### src/rtl/sram_arbiter_pkg.sv
// Shared definitions for the two-port SRAM arbiter: default widths,
// read/write encoding towards sram_ctrl and the arbiter FSM states.
package sram_arbiter_pkg;

    localparam int AW_DEF = 18;
    localparam int DW_DEF = 16;

    // sram_ctrl rw encoding
    localparam logic RW_READ  = 1'b1;
    localparam logic RW_WRITE = 1'b0;

    typedef enum logic [1:0] {
        ST_IDLE  = 2'd0,
        ST_ISSUE = 2'd1,
        ST_WAIT  = 2'd2,
        ST_ACK   = 2'd3
    } state_t;

    // The arbiter is busy from grant until the ack cycle has passed.
    function automatic logic state_is_busy(input state_t st);
        return st != ST_IDLE;
    endfunction

endpackage

### src/rtl/sram_arbiter_if.sv
// One master port of the SRAM arbiter: request/command from the master,
// one-cycle ack and read data back from the arbiter.
interface sram_arbiter_if
    import sram_arbiter_pkg::*;
#(
    parameter int AW = AW_DEF,
    parameter int DW = DW_DEF
);
    logic          req;
    logic          rw;
    logic [AW-1:0] addr;
    logic [DW-1:0] wdata;
    logic          ack;
    logic [DW-1:0] rdata;

    modport master (output req, rw, addr, wdata, input  ack, rdata);
    modport slave  (input  req, rw, addr, wdata, output ack, rdata);
endinterface

### src/rtl/sram_arbiter_rr_arb2.sv
// Combinational two-way grant. With both ports requesting, the port that
// was not served last wins (round-robin), or port 0 always wins when
// FIXED_PRI is set.
module rr_arb2 #(
    parameter bit FIXED_PRI = 1'b0
) (
    input  logic [1:0] req,
    input  logic       last_gnt,
    output logic       gnt,
    output logic       sel
);

    // Pick the winning port index from the request vector.
    always_comb begin
        gnt = |req;
        sel = 1'b0;
        case (req)
            2'b10:   sel = 1'b1;
            2'b11:   sel = FIXED_PRI ? 1'b0 : ~last_gnt;
            default: sel = 1'b0;
        endcase
    end

endmodule

### src/rtl/sram_arbiter.sv
// Shares the single sram_ctrl transaction port between two masters.
// A grant latches the winner's command, pulses mem for one cycle, waits
// for sram_ctrl to return to ready and then acks the winner for one cycle.
// All outputs are registered.
module sram_arbiter
    import sram_arbiter_pkg::*;
#(
    parameter int AW        = AW_DEF,
    parameter int DW        = DW_DEF,
    parameter bit FIXED_PRI = 1'b0
) (
    input  logic          clk,
    input  logic          reset,
    sram_arbiter_if.slave p0,
    sram_arbiter_if.slave p1,
    output logic          mem,
    output logic          rw,
    output logic [AW-1:0] addr,
    output logic [DW-1:0] data_f2s,
    input  logic          ready,
    input  logic [DW-1:0] data_s2f_r,
    output logic          busy
);

    state_t        state_reg, state_next;
    logic          sel_reg, sel_next;
    logic          last_gnt_reg, last_gnt_next;
    logic          first_wait_reg, first_wait_next;
    logic          mem_reg, mem_next;
    logic          rw_reg, rw_next;
    logic [AW-1:0] addr_reg, addr_next;
    logic [DW-1:0] wdata_reg, wdata_next;
    logic [1:0]    ack_reg, ack_next;
    logic          busy_reg, busy_next;
    logic [1:0]    rdata_we;
    logic [DW-1:0] rdata_reg [2];

    logic          arb_gnt;
    logic          arb_sel;
    logic          win_rw;
    logic [AW-1:0] win_addr;
    logic [DW-1:0] win_wdata;

    rr_arb2 #(
        .FIXED_PRI (FIXED_PRI)
    ) u_rr_arb2 (
        .req      ({p1.req, p0.req}),
        .last_gnt (last_gnt_reg),
        .gnt      (arb_gnt),
        .sel      (arb_sel)
    );

    assign win_rw    = arb_sel ? p1.rw    : p0.rw;
    assign win_addr  = arb_sel ? p1.addr  : p0.addr;
    assign win_wdata = arb_sel ? p1.wdata : p0.wdata;

    // State register; reset returns to IDLE with port 0 favoured first.
    always_ff @(posedge clk or posedge reset) begin
        if (reset) begin
            state_reg      <= ST_IDLE;
            sel_reg        <= 1'b0;
            last_gnt_reg   <= 1'b1;
            first_wait_reg <= 1'b0;
        end else begin
            state_reg      <= state_next;
            sel_reg        <= sel_next;
            last_gnt_reg   <= last_gnt_next;
            first_wait_reg <= first_wait_next;
        end
    end

    // Next-state and next-output logic for the grant/issue/wait/ack sequence.
    always_comb begin
        state_next      = state_reg;
        sel_next        = sel_reg;
        last_gnt_next   = last_gnt_reg;
        first_wait_next = first_wait_reg;
        mem_next        = mem_reg;
        rw_next         = rw_reg;
        addr_next       = addr_reg;
        wdata_next      = wdata_reg;
        ack_next        = 2'b00;
        rdata_we        = 2'b00;

        case (state_reg)
            ST_IDLE: begin
                // No grant while sram_ctrl is still busy (e.g. after reset).
                if (ready && arb_gnt) begin
                    sel_next   = arb_sel;
                    rw_next    = win_rw;
                    addr_next  = win_addr;
                    wdata_next = win_wdata;
                    mem_next   = 1'b1;
                    state_next = ST_ISSUE;
                end
            end
            ST_ISSUE: begin
                mem_next        = 1'b0;
                first_wait_next = 1'b1;
                state_next      = ST_WAIT;
            end
            ST_WAIT: begin
                // The controller is in rd1/wr1 during the first WAIT cycle,
                // so ready is only trusted from the second cycle on.
                if (first_wait_reg) begin
                    first_wait_next = 1'b0;
                end else if (ready) begin
                    if (rw_reg == RW_READ) begin
                        rdata_we[sel_reg] = 1'b1;
                    end
                    ack_next[sel_reg] = 1'b1;
                    state_next        = ST_ACK;
                end
            end
            ST_ACK: begin
                last_gnt_next = sel_reg;
                state_next    = ST_IDLE;
            end
            default: begin
                state_next = ST_IDLE;
            end
        endcase

        busy_next = state_is_busy(state_next);
    end

    // Registered outputs towards sram_ctrl and the masters.
    always_ff @(posedge clk or posedge reset) begin
        if (reset) begin
            mem_reg   <= 1'b0;
            rw_reg    <= RW_READ;
            addr_reg  <= '0;
            wdata_reg <= '0;
            ack_reg   <= 2'b00;
            busy_reg  <= 1'b0;
        end else begin
            mem_reg   <= mem_next;
            rw_reg    <= rw_next;
            addr_reg  <= addr_next;
            wdata_reg <= wdata_next;
            ack_reg   <= ack_next;
            busy_reg  <= busy_next;
        end
    end

    // Per-port read data: only the served port updates, others hold.
    for (genvar gi = 0; gi < 2; gi++) begin : g_rdata
        always_ff @(posedge clk or posedge reset) begin
            if (reset) begin
                rdata_reg[gi] <= '0;
            end else if (rdata_we[gi]) begin
                rdata_reg[gi] <= data_s2f_r;
            end
        end
    end

    assign mem      = mem_reg;
    assign rw       = rw_reg;
    assign addr     = addr_reg;
    assign data_f2s = wdata_reg;
    assign busy     = busy_reg;

    assign p0.ack   = ack_reg[0];
    assign p1.ack   = ack_reg[1];
    assign p0.rdata = rdata_reg[0];
    assign p1.rdata = rdata_reg[1];

endmodule

### src/flat_wrapper.sv
// flat-port wrapper written by rule: the top's interface ports become plain ports
module sram_arbiter_flat import sram_arbiter_pkg::*;
#(
    parameter int AW        = AW_DEF,
    parameter int DW        = DW_DEF,
    parameter bit FIXED_PRI = 1'b0
)
  (clk, reset, mem, rw, addr, data_f2s, ready, data_s2f_r, busy, p0_req, p0_rw, p0_addr, p0_wdata, p0_ack, p0_rdata, p1_req, p1_rw, p1_addr, p1_wdata, p1_ack, p1_rdata);
  sram_arbiter_if #(.AW(AW), .DW(DW)) p0_i ();
  sram_arbiter_if #(.AW(AW), .DW(DW)) p1_i ();
  input  logic clk;
  input  logic reset;
  output logic mem;
  output logic rw;
  output logic [AW-1:0] addr;
  output logic [DW-1:0] data_f2s;
  input  logic ready;
  input  logic [DW-1:0] data_s2f_r;
  output logic busy;
  input wire logic [$bits(p0_i.req)-1:0] p0_req;
  input wire logic [$bits(p0_i.rw)-1:0] p0_rw;
  input wire logic [$bits(p0_i.addr)-1:0] p0_addr;
  input wire logic [$bits(p0_i.wdata)-1:0] p0_wdata;
  output wire logic [$bits(p0_i.ack)-1:0] p0_ack;
  output wire logic [$bits(p0_i.rdata)-1:0] p0_rdata;
  input wire logic [$bits(p1_i.req)-1:0] p1_req;
  input wire logic [$bits(p1_i.rw)-1:0] p1_rw;
  input wire logic [$bits(p1_i.addr)-1:0] p1_addr;
  input wire logic [$bits(p1_i.wdata)-1:0] p1_wdata;
  output wire logic [$bits(p1_i.ack)-1:0] p1_ack;
  output wire logic [$bits(p1_i.rdata)-1:0] p1_rdata;
  assign p0_i.req = p0_req;
  assign p0_i.rw = p0_rw;
  assign p0_i.addr = p0_addr;
  assign p0_i.wdata = p0_wdata;
  assign p0_ack = p0_i.ack;
  assign p0_rdata = p0_i.rdata;
  assign p1_i.req = p1_req;
  assign p1_i.rw = p1_rw;
  assign p1_i.addr = p1_addr;
  assign p1_i.wdata = p1_wdata;
  assign p1_ack = p1_i.ack;
  assign p1_rdata = p1_i.rdata;
  sram_arbiter #(.AW(AW), .DW(DW), .FIXED_PRI(FIXED_PRI)) u_core (.clk(clk), .reset(reset), .p0(p0_i), .p1(p1_i), .mem(mem), .rw(rw), .addr(addr), .data_f2s(data_f2s), .ready(ready), .data_s2f_r(data_s2f_r), .busy(busy));
endmodule
### config.mk
export PLATFORM = sky130hd
export DESIGN_NAME = sram_arbiter_flat
export DESIGN_NICKNAME = d
export VERILOG_FILES = /design/src/rtl/sram_arbiter_pkg.sv /design/src/rtl/sram_arbiter_if.sv /design/src/rtl/sram_arbiter_rr_arb2.sv /design/src/rtl/sram_arbiter.sv /design/src/flat_wrapper.sv
export SDC_FILE = /design/constraint.sdc
export NUM_CORES = 1
export LEC_CHECK = 0
export ABC_CLOCK_PERIOD_IN_PS = 2550
export BUFFER_PORTS_ARGS = -buffer_cell sky130_fd_sc_hd__buf_2
export CAP_MARGIN = 15
export CORE_ASPECT_RATIO = 1.1
export CORE_MARGIN = 2
export CORE_UTILIZATION = 47
export CTS_BUF_LIST = sky130_fd_sc_hd__clkbuf_8
export DETAILED_ROUTE_END_ITERATION = 10
export PLACE_DENSITY = 0.82
export REMOVE_ABC_BUFFERS = 1
export SLEW_MARGIN = 10
export SYNTH_ARGS = -nofsm -noshare
export SYNTH_HDL_FRONTEND = slang
export SYNTH_HIERARCHICAL = 1
export SYNTH_SLANG_ARGS = --single-unit
export TNS_END_PERCENT = 20
### constraint.sdc
create_clock -name clk -period 2.55 [get_ports clk]
set_input_delay 0.255 -clock clk [delete_from_list [all_inputs] [get_ports clk]]
set_output_delay 0.255 -clock clk [all_outputs]
set_load 0.05 [all_outputs]
# Word-level counts from Yosys, hierarchy flattened
# Cells that the tools add are included.
[op_classes] n_reduce_logical=9 n_bitwise=1 n_eq_ne=6 muxes=20 n_lt_le_gt_ge=2
[op_table] op="two-way mux 2 bit" n=10
[op_table] op="two-way mux 18 bit" n=1
[op_table] op="two-way mux 16 bit" n=1
[op_table] op="equality test 2 bit (second input constant)" n=4
[op_table] op="one-hot mux 2 bit (4 select lines)" n=1
[op_table] op="one-hot mux 1 bit (2 select lines)" n=3
[op_table] op="nonzero test 2 bit" n=3
[op_table] op="AND reduction 2 bit" n=2
[op_table] op="two-way mux 1 bit" n=3
[op_table] op="equality test 2 x 1 -> 1 bit (second input constant)" n=1
[op_table] op="logical AND 1 bit" n=2
[op_table] op="logical NOT 2 bit" n=1
[op_table] op="< comparator 1 x 2 -> 1 bit (second input constant)" n=1
[op_table] op="inequality test 2 x 1 -> 1 bit (second input constant)" n=1
[op_table] op="OR reduction 2 bit" n=1
[op_table] op="demux 1 bit (select 1 bit)" n=1
[op_table] op="greater-or-equal comparator 1 bit (second input constant)" n=1
[op_table] op="NOT 1 bit" n=1
[word_totals] register_bits=76 elab_cells=50 out_inout_bits=71

# Depth between registers and ports, before layout
# Gate-level depths: netlist of run 1.
[depth] ltp_word=8 mapped_depth=7

# By module
# Netlist of run 1, hierarchy kept.
[modules_own_cells] module="sram_arbiter" instances=1 area_per_inst_um2=3280.6 cells_per_inst=259
[modules_own_cells] module="rr_arb2" instances=1 area_per_inst_um2=13.8 cells_per_inst=2

# Worst setup path after synthesis of run 1
# Ideal clock, no wire load.
[synth_timing] kind="register -> register" from="reg u_core.state_reg[0]" to="reg u_core.rdata_reg (netlist bit u_core/p0.rdata[0])" arrival_ns=1.675 period_less_slack_ns=1.800 n_path_buf=1 path_stages_with_launch=7 path_slack_ns=0.750 cell_sequence="dfrtp_1 > inv_1 > ha_1 > nand3b_2 > nor3b_4 > buf_8 > mux2_4"
[synth_between] elab_chain_len=2
[synth_lines] item="from (decl)" line="sram_arbiter.sv:25" source="state_t state_reg, state_next;"
[synth_lines] item="from (signal assigned)" line="sram_arbiter.sv:65" source="state_reg <= state_next;"
[synth_lines] item="equality test 2 bit" line="sram_arbiter.sv:85" source="case (state_reg)"
[synth_lines] item="two-way mux 2 bit" line="sram_arbiter.sv:85"
[synth_lines] item="to (signal, indexed assignment)" line="sram_arbiter.sv:152" source="rdata_reg[gi] <= data_s2f_r;"
[synth_lines] item="to (decl)" line="sram_arbiter.sv:36" source="logic [DW-1:0] rdata_reg [2];"
# Every way passes these cells.
# A chain may end at the register's enable or synchronous reset.

# Worst setup path in the final report of run 1
[layout_timing] from="reg u_core.state_reg[0]" to="reg u_core.rdata_reg (netlist bit u_core/p1.rdata[4])"
# Same word-level chain as after synthesis.

==> impl_metrics.json, run 1 <==
{
  "status": "finished, final reports clean",
  "grt_first_pass_wirelength_um": 11900,
  "n_antenna_cell": 0,
  "cp.arrival_ns": 2.19,
  "p_int_uw": 2980,
  "syn_area_per_cell_um2": 12.6,
  "met1Wirelength_um": 3010,
  "p_sw_share_pct": 48.8,
  "vias_per_cell": 4.94,
  "yosysMostFrequentCell": "dfrtp_1",
  "final_util_pct": 64.5,
  "fin_crit_sh_pct": 77.4,
  "relSlewSlack_pct": 61.2,
  "finalClockSkew_ns": 0.00638,
  "dr_wl_met3_um": 493,
  "dieWidth_um": 83.8,
  "post_cts_resized": 0,
  "vias": 2540,
  "cp-end-kind": "flop",
  "std_cell_rows": 32,
  "grt_max_degree": 59,
  "start_kind": "flop",
  "grt_pass1_vias": 2505,
  "clockRootBuffer": "clkbuf_8",
  "peakVddDrop_v": 0.000768,
  "ys_warn_count": 6,
  "die_h_um": 91.8,
  "drt_iter0_drc": 81,
  "clkSinkCount": 76,
  "drc": 0,
  "hold_buffers": 1,
  "cts_max_path_buffers": 2,
  "synth_ff_type": "dfrtp_1",
  "cts_setup_buffers": 0,
  "hold_viol_final": 0,
  "final_nets": 519,
  "p_seq_share_pct": 33.4,
  "start_util_pct": 47.8,
  "critPathKind": "reg2reg",
  "cellPowerDensity_nw_per_um2": 1310,
  "synth_top_area_cell": "dfrtp_1",
  "drv_slew": 0,
  "finalSetupViolCount": 0,
  "ant_nets": 0,
  "finalPower_uw": 5820,
  "grt_usage_pct": 19.7,
  "setup_tns_ns": 0,
  "routed_wl_um": 7410,
  "io_pins": 162,
  "cts_htree_levels": 3,
  "wl_per_cell_um": 14.4,
  "synthArstFlopShare_pct": 100,
  "tritoncts": "yes",
  "rsz0062_at_grt": "false",
  "syn_area_um2": 3290,
  "syn_to_final_growth_pct": 34.8,
  "overflow": 0,
  "p_switching_uw": 2840,
  "clk-insertion-delay-late_ns": 0.34,
  "fin_crit_ns": 1.97,
  "wl_met2_um": 3800,
  "synth_area_leaders": "dfrtp_1 56%, mux2i_1 11%, mux2_2 7.2%, o21ai_0 5.5%, mux2_4 4.6%",
  "largest_register_ff_count": 18,
  "dpl.hpwl_um": 5620,
  "combPwrFrac_pct": 49.8,
  "tightest_slew_ns": 0.581,
  "cts_buffers": 9,
  "synth_top_area_share_pct": 56.2,
  "final_layout_size_suffix_gt1_share_pct": 51.3,
  "top_layer_used": "met4",
  "core_area_um2": 6890,
  "synthTopCellsByCount": "74 x dfrtp_1, 36 x mux2i_1, 36 x nand2_1, 36 x o21ai_0, 21 x mux2_2",
  "synth-seq-area-share_pct": 57.8,
  "cp.required_ns": 2.77,
  "antenna_found_initial": 0,
  "die_area_um2": 7700,
  "fmax_ghz": 0.507,
  "drtPass1Iterations": 3,
  "syn-instance-count": 261,
  "hold_path_class": "in2reg",
  "ys_types": 31,
  "port_buffers": 161,
  "ys_seq_elements": 76,
  "synth-edff-count": 0,
  "place.gp.congestion": 0.719,
  "maxCapViolations": 0,
  "clkPwrFrac_pct": 16.8,
  "critical_path_peak_fanout": 16,
  "clk_pin_slew_ns": 0.08,
  "p_leak_uw": 0.00249
}
==> critical path, cell delays in order, from the launching register on <==
cell,delay [ns]
dfrtp_1,0.43
inv_1,0.11
ha_1,0.26
and3b_1,0.22
nand3_2,0.36
mux2_1,0.46
==> worst paths after layout <==
kind                                  endpoint  slack (ns)  depth (start not counted)                 from
hold reg to reg                u_core/addr[14]        0.48                          2      u_core/addr[14]
setup / recovery            u_core/p1.rdata[4]        0.58                          5  u_core/state_reg[0]
hold / removal             u_core/p0.rdata[14]        0.15                          2       data_s2f_r[14]
min in group asynchronous   u_core/data_f2s[3]        0.52                          3                reset
setup reg to reg            u_core/p1.rdata[4]        0.58                          5  u_core/state_reg[0]
max in group asynchronous            u_core/rw        1.32                          4                reset
==> power by group through the flow <==
stage	Sequential, uW	Clock (uW)	Combinational (uW)
detailed placement	1970	0	2920
CTS	1950	1010	2920
global route	2010	1070	3050
finish	1950	975	2900
global placement	1950	0	2840
floorplan	3440	0	693
==> layout by cell type (no fill, tap or decap), types with 3 or more instances in the layout <==
cell,count
buf_12,3
buf_2,161
clkbuf_8,9
clkinv_2,3
dfrtp_1,74
ha_1,4
inv_1,3
mux2_1,3
mux2_2,21
mux2_4,10
mux2i_1,36
nand2_1,36
o21ai_0,36
==> routing by layer <==
metal,global-route usage [%],vias up
li1,-,1233
met1,23.9,1190
met2,34.3,108
met3,4.14,9
met4,8.06,0
met5,0,-
==> cell families (layout without fill, tap and decap cells) <==
| group | Yosys count | count (layout) | share of synthesized area [%] |
|---|---|---|---|
| adder cells (fa/ha/maj) | 4 | 4 | 1.52 |
| multiplexers | 70 | 70 | 23.7 |
| flip-flops | 76 | 76 | 57.8 |
| buffers and inverters | 18 | 186 | 2.70 |
| AND/OR/NAND/NOR | 50 | 50 | 7.37 |
| AO/OA/AOI/OAI | 43 | 43 | 6.91 |
==> per-stage QoR <==
stage	hold WS (ns)	area [um2]	setup slack (ns)	cells
5_1_grt	0.138	4440	0.408	514
3_5_place_dp	0.365	4220	0.570	497
2_1_floorplan	0.387	3220	-0.827	247
4_1_cts	0.134	4440	0.553	514
6_report	0.153	4440	0.576	514
3_3_place_gp	0.357	4220	0.711	497
==> area by class of cell <==
cell class                 count  area, um2
clock buffer                   9        124
clock inverter                 7       91.3
fill                         570       2440
inverter                       4       15.0
multi-input combinational    167       1320
sequential                    76       1900
tap                           85        106
timing repair buffer         166        883
Note: power is estimated with default switching activity, not from simulation.
==> run 2, diff against run 1 <==
--- a/config.mk
+++ b/config.mk
@@ -5,15 +5,16 @@
 export SDC_FILE = /design/constraint.sdc
 export NUM_CORES = 1
 export LEC_CHECK = 0
-export ABC_CLOCK_PERIOD_IN_PS = 2550
+export ABC_AREA = 1
+export ABC_CLOCK_PERIOD_IN_PS = 1720
 export BUFFER_PORTS_ARGS = -buffer_cell sky130_fd_sc_hd__buf_2
 export CAP_MARGIN = 15
 export CORE_ASPECT_RATIO = 1.1
 export CORE_MARGIN = 2
-export CORE_UTILIZATION = 47
+export CORE_UTILIZATION = 43
 export CTS_BUF_LIST = sky130_fd_sc_hd__clkbuf_8
 export DETAILED_ROUTE_END_ITERATION = 10
-export PLACE_DENSITY = 0.82
+export PLACE_DENSITY = 0.78
 export REMOVE_ABC_BUFFERS = 1
 export SLEW_MARGIN = 10
 export SYNTH_ARGS = -nofsm -noshare
==> constraint.sdc (replaced) <==
create_clock -name clk -period 1.72 [get_ports clk]
set_input_delay 0.172 -clock clk [delete_from_list [all_inputs] [get_ports clk]]
set_output_delay 0.172 -clock clk [all_outputs]
set_load 0.05 [all_outputs]
==> impl_metrics.json, run 2 <==
{
  "finalSetupViolCount": 0,
  "synthArstFlopShare_pct": 100,
  "start_util_pct": 44.0,
  "critPathKind": "reg2reg",
  "critPathLaunch": "u_core/state_reg[0]",
  "core_area_um2": 7830,
  "port_buffers": 161,
  "clkSinkCount": 76,
  "grt_max_degree": 36,
  "die_area_um2": 8750,
  "synth_area_leaders": "dfrtp_1 54%, nand2_1 16%, o211ai_1 7.6%, nand3_1 4.9%, or2_2 4.7%",
  "grt_usage_pct": 21.2,
  "ff_latch_area_um2": 1910,
  "n_fill_cell": 720,
  "ys_warn_count": 6,
  "die_h_um": 97.9,
  "syn_to_final_growth_pct": 36.6,
  "synth_fa_ha_area_share_pct": 1.45,
  "tightest_slew_ns": 0.593,
  "synth_top_area_cell": "dfrtp_1",
  "hold_viol_final": 0,
  "cts_max_path_buffers": 2,
  "syn_area_um2": 3450,
  "yosysMostFrequentCell": "nand2_1",
  "synth-seq-area-share_pct": 55.3,
  "tritoncts": "yes",
  "io_pins": 162,
  "cp.arrival_ns": 1.92,
  "clk-insertion-delay-late_ns": 0.34,
  "synth_ff_type": "dfrtp_1",
  "critical_path_peak_fanout": 8,
  "synth-xor-area-share_pct": 0,
  "grt_first_pass_wirelength_um": 14600,
  "n_antenna_cell": 0,
  "overflow": 0,
  "drv_slew": 0,
  "crit_top_cell": "nand2_1",
  "largest_register_ff_count": 18,
  "ys_types": 20,
  "maxCapViolations": 0,
  "cts_htree_levels": 3,
  "cp_slowest_cell": "dfrtp_1",
  "status": "finished, final reports clean",
  "final_util_pct": 60.1,
  "synth_top_family_by_area": "simple AND/OR/NAND/NOR gates",
  "syn-instance-count": 380,
  "muxShareOfSynthArea_pct": 0,
  "final_cell_mix": "161 x buf_2, 143 x nand2_1, 74 x dfrtp_1, 35 x o211ai_1, 34 x nand3_1",
  "dpl.hpwl_um": 6710,
  "routed_wl_um": 9330,
  "clockRootBuffer": "clkbuf_8",
  "grt_pass1_vias": 3094,
  "multi_input_area_um2": 1420,
  "mostFrequentLayoutCell": "buf_2",
  "wl_per_cell_um": 14.2,
  "clk_pin_slew_ns": 0.08,
  "start_kind": "flop",
  "dieWidth_um": 89.4,
  "synth_top_area_share_pct": 53.7,
  "synth_compound_area_share_pct": 8.64,
  "std_cell_rows": 34,
  "yosys.area_share.simple_pct": 29.4,
  "p_leak_uw": 0.00266,
  "whs_ns": 0.0626,
  "finalClockSkew_ns": 0.0111,
  "fin_crit_ns": 1.69,
  "drtPass1Iterations": 5,
  "cellPowerDensity_nw_per_um2": 1990,
  "rsz0062_at_grt": "true",
  "hold_path_class": "in2reg",
  "ant_nets": 0,
  "cp-end-kind": "flop",
  "ys_seq_elements": 76,
  "path_cells": "inv_1 -> ha_1 -> nand2_1 -> nor2_4 -> buf_4 -> nand3_4 -> nand2_1 -> nand2_1",
  "vias_per_cell": 4.95,
  "cp.required_ns": 1.95,
  "cts_buffers": 9,
  "place.gp.congestion": 0.801,
  "crit_buf_inv": 2,
  "cp_top_family": "simple AND/OR/NAND/NOR gates",
  "drt_iter0_drc": 124,
  "drc": 0,
  "slowest_delay_ns": 0.42,
  "reg2reg_from": "u_core/state_reg[0]",
  "syn_area_per_cell_um2": 9.07,
  "fin_crit_sh_pct": 98.4,
  "worstHoldStart": "p1_addr[9]",
  "synth-edff-count": 0,
  "peakVddDrop_v": 0.00112,
  "fmax_ghz": 0.591,
  "final_nets": 640,
  "vias": 3255,
  "synthTopCellsByCount": "143 x nand2_1, 74 x dfrtp_1, 35 x o211ai_1, 34 x nand3_1, 26 x or2_2",
  "final_layout_size_suffix_gt1_share_pct": 42.2,
  "antenna_found_initial": 0,
  "relSlewSlack_pct": 60.4
}
-- run 2: cell families (layout without fill, tap and decap cells) --
group / Yosys count / count (layout)
flops: 76 / 76
simple gates: 224 / 226
compound gates: 42 / 42
buf+inv: 34 / 202
fa+ha+maj: 4 / 4
-- run 2: cell type report --
class | count | area share, %
sequential | 76 | 40.5
clock inverter | 4 | 1.01
multi-input combinational | 272 | 30.2
tap | 108 | 2.87
timing repair buffer | 174 | 20.9
inverter | 12 | 0.957
clock buffer | 12 | 3.51
-- run 2: path summary, 6_finish.rpt --
kind | endpoint | slack [ns] | depth (start not counted)
worst max-delay path | u_core/p1.rdata[14] | 0.03 | 8
worst min register to register | u_core/addr[2] | 0.48 | 2
worst min-delay path | u_core/addr[9] | 0.06 | 3
max in group asynchronous | u_core/last_gnt_reg | 0.71 | 4
min in group asynchronous | u_core/p0.rdata[8] | 0.41 | 3
worst max register to register | u_core/p1.rdata[14] | 0.03 | 8
-- run 2: metal layers --
| metal | routed length, um | track usage, % |
|---|---|---|
| met1 | 3880 | 27.0 |
| met2 | 4480 | 35.0 |
| met3 | 859 | 5.92 |
| met4 | 111 | 5.63 |
| met5 | 0 | 0 |
-- run 2: per-stage QoR --
step | area [um2] | setup WS, ns | setup TNS (ns) | std cells | power, uW
after detailed placement | 4350 | 0.00770 | 0 | 635 | 7860
after global placement | 4350 | 0.153 | 0 | 635 | 7740
final | 4710 | 0.0270 | 0 | 658 | 9340
after global routing | 4710 | -0.0631 | -0.449 | 658 | 9890
after floorplan | 3310 | -0.585 | -48.76 | 358 | 6520
after CTS | 4580 | 0.0210 | 0 | 652 | 9300
-- run 2: timing repair --
item,CTS,global route
cloned,0,2
setup buffers,0,4
resized for setup,1,7
pin swaps,0,5
hold buffers,1,0
endpoints found under the hold margin,20,0
endpoints found under the setup margin,1,57
-- run 2: worst min-delay path: stages --
cell,delay (ns)
buf_2,0.07
o211ai_1,0.07
nand2_1,0.05
-- run 2: power breakdown --
group | internal (uW) | switching [uW]
clock | 785 | 623
sequential | 2550 | 523
combinational | 1160 | 3710
==> run 3, diff against run 2 <==
--- a/config.mk
+++ b/config.mk
@@ -14,7 +14,7 @@
 export CORE_UTILIZATION = 43
 export CTS_BUF_LIST = sky130_fd_sc_hd__clkbuf_8
 export DETAILED_ROUTE_END_ITERATION = 10
-export PLACE_DENSITY = 0.78
+export PLACE_DENSITY_LB_ADDON = 0.25
 export REMOVE_ABC_BUFFERS = 1
 export SLEW_MARGIN = 10
 export SYNTH_ARGS = -nofsm -noshare
==> impl_metrics.json, run 3 (synthesis gave the netlist of run 2 again) <==
{
  "p_leak_uw": 0.00264,
  "clockRootBuffer": "clkbuf_8",
  "wl_per_cell_um": 13.0,
  "critPathKind": "reg2out",
  "grt_first_pass_wirelength_um": 13900,
  "start_util_pct": 44.0,
  "dpl.hpwl_um": 6010,
  "stdcell_area_um2": 4630,
  "ant_nets": 0,
  "largest_register_ff_count": 18,
  "status": "finished, final reports clean",
  "crit_buf_inv": 1,
  "vias_per_cell": 4.73,
  "fin_crit_ns": 1.59,
  "tritoncts": "yes",
  "fin_crit_sh_pct": 92.6,
  "critical_path_peak_fanout": 16,
  "ff_latch_area_um2": 1900,
  "fmax_ghz": 0.628,
  "vias": 3103,
  "cp_slowest_cell": "dfstp_2",
  "maxCapViolations": 0,
  "syn_to_final_growth_pct": 34.4,
  "drc": 0,
  "io_pins": 162,
  "multi_input_area_um2": 1370,
  "cellPowerDensity_nw_per_um2": 1980,
  "clk_pin_slew_ns": 0.08,
  "overflow": 0,
  "n_fill_cell": 764,
  "core_area_um2": 7830,
  "dpl_cell_area_um2": 4400,
  "final_nets": 638,
  "finalClockSkew_ns": 0.00933,
  "drt_iter0_drc": 140,
  "cts_max_path_buffers": 2,
  "final_cell_mix": "161 x buf_2, 143 x nand2_1, 74 x dfrtp_1, 35 x o211ai_1, 34 x nand3_1",
  "setup_tns_ns": 0,
  "hold_viol_final": 0,
  "final_layout_size_suffix_gt1_share_pct": 42.0,
  "clk-insertion-delay-late_ns": 0.34,
  "clkSinkCount": 76,
  "routed_wl_um": 8520,
  "cp.arrival_ns": 1.42,
  "drtPass1Iterations": 4,
  "cp-end-kind": "primary output",
  "die_area_um2": 8750,
  "antenna_found_initial": 0,
  "place.gp.congestion": 0.754,
  "cp_top_family": "flip-flops",
  "finalSetupViolCount": 0,
  "start_kind": "flop",
  "peakVddDrop_v": 0.000892,
  "dieWidth_um": 89.4,
  "grt_max_degree": 38,
  "path_cells": "buf_2",
  "cp.required_ns": 1.55,
  "slowest_delay_ns": 0.75,
  "cts_buffers": 9,
  "mostFrequentLayoutCell": "buf_2",
  "port_buffers": 161,
  "rsz0062_at_grt": "false",
  "n_antenna_cell": 0,
  "hold_path_class": "in2reg",
  "cts_htree_levels": 3,
  "die_h_um": 97.9,
  "std_cell_rows": 34,
  "grt_usage_pct": 20.3,
  "tightest_slew_ns": 0.529,
  "drv_slew": 0,
  "relSlewSlack_pct": 64.7,
  "grt_pass1_vias": 2987
}
## run 3: repair_timing
item                                    in CTS  in global routing
endpoints found under the setup margin       0                 50
endpoints found under the hold margin       27                  0
resized for setup                            0                  5
buffers inserted                             0                  0
hold buffers                                 1                  0
## run 3: path summary, 6_finish.rpt
check                                 endpoint                start  slack [ns]  depth (start not counted)
setup / recovery                            rw            u_core/rw        0.13                          1
hold / removal                  u_core/addr[1]           p1_addr[1]        0.06                          3
setup reg to reg                u_core/addr[3]  u_core/state_reg[1]        0.13                          7
hold reg to reg             u_core/p0.rdata[4]   u_core/p0.rdata[4]        0.48                          2
max in group asynchronous  u_core/last_gnt_reg                reset        0.69                          4
min in group asynchronous   u_core/p1.rdata[1]                reset        0.41                          3
## run 3: metrics by stage
stage	hold slack, ns	instances	power [uW]	setup WS, ns	util [%]
2_1_floorplan	0.310	358	6520	-0.585	-
3_3_place_gp	0.226	639	7770	0.140	56.2
3_5_place_dp	0.224	639	7830	0.0670	56.2
4_1_cts	0.0427	656	9260	0.0487	58.9
5_1_grt	0.0309	656	9760	0.00732	59.1
6_report	0.0595	656	9180	0.127	59.1
## run 3: layout make-up
cell class	instances	share of cell area (%)
tap	108	2.92
clock buffer	9	2.68
timing repair buffer	174	20.8
sequential	76	41.1
clock inverter	7	1.78
inverter	12	1.05
multi-input combinational	270	29.6
## run 3: per-layer routing
| metal | wire [um] | global-route usage [%] |
|---|---|---|
| met5 | 0 | 0 |
| met4 | 46 | 4.82 |
| met3 | 689 | 6.42 |
| met2 | 4020 | 33.1 |
| met1 | 3760 | 26.2 |
## run 3: power breakdown
group | switching, uW | internal, uW
registers | 467 | 2540
logic | 3650 | 1140
clock network | 690 | 695
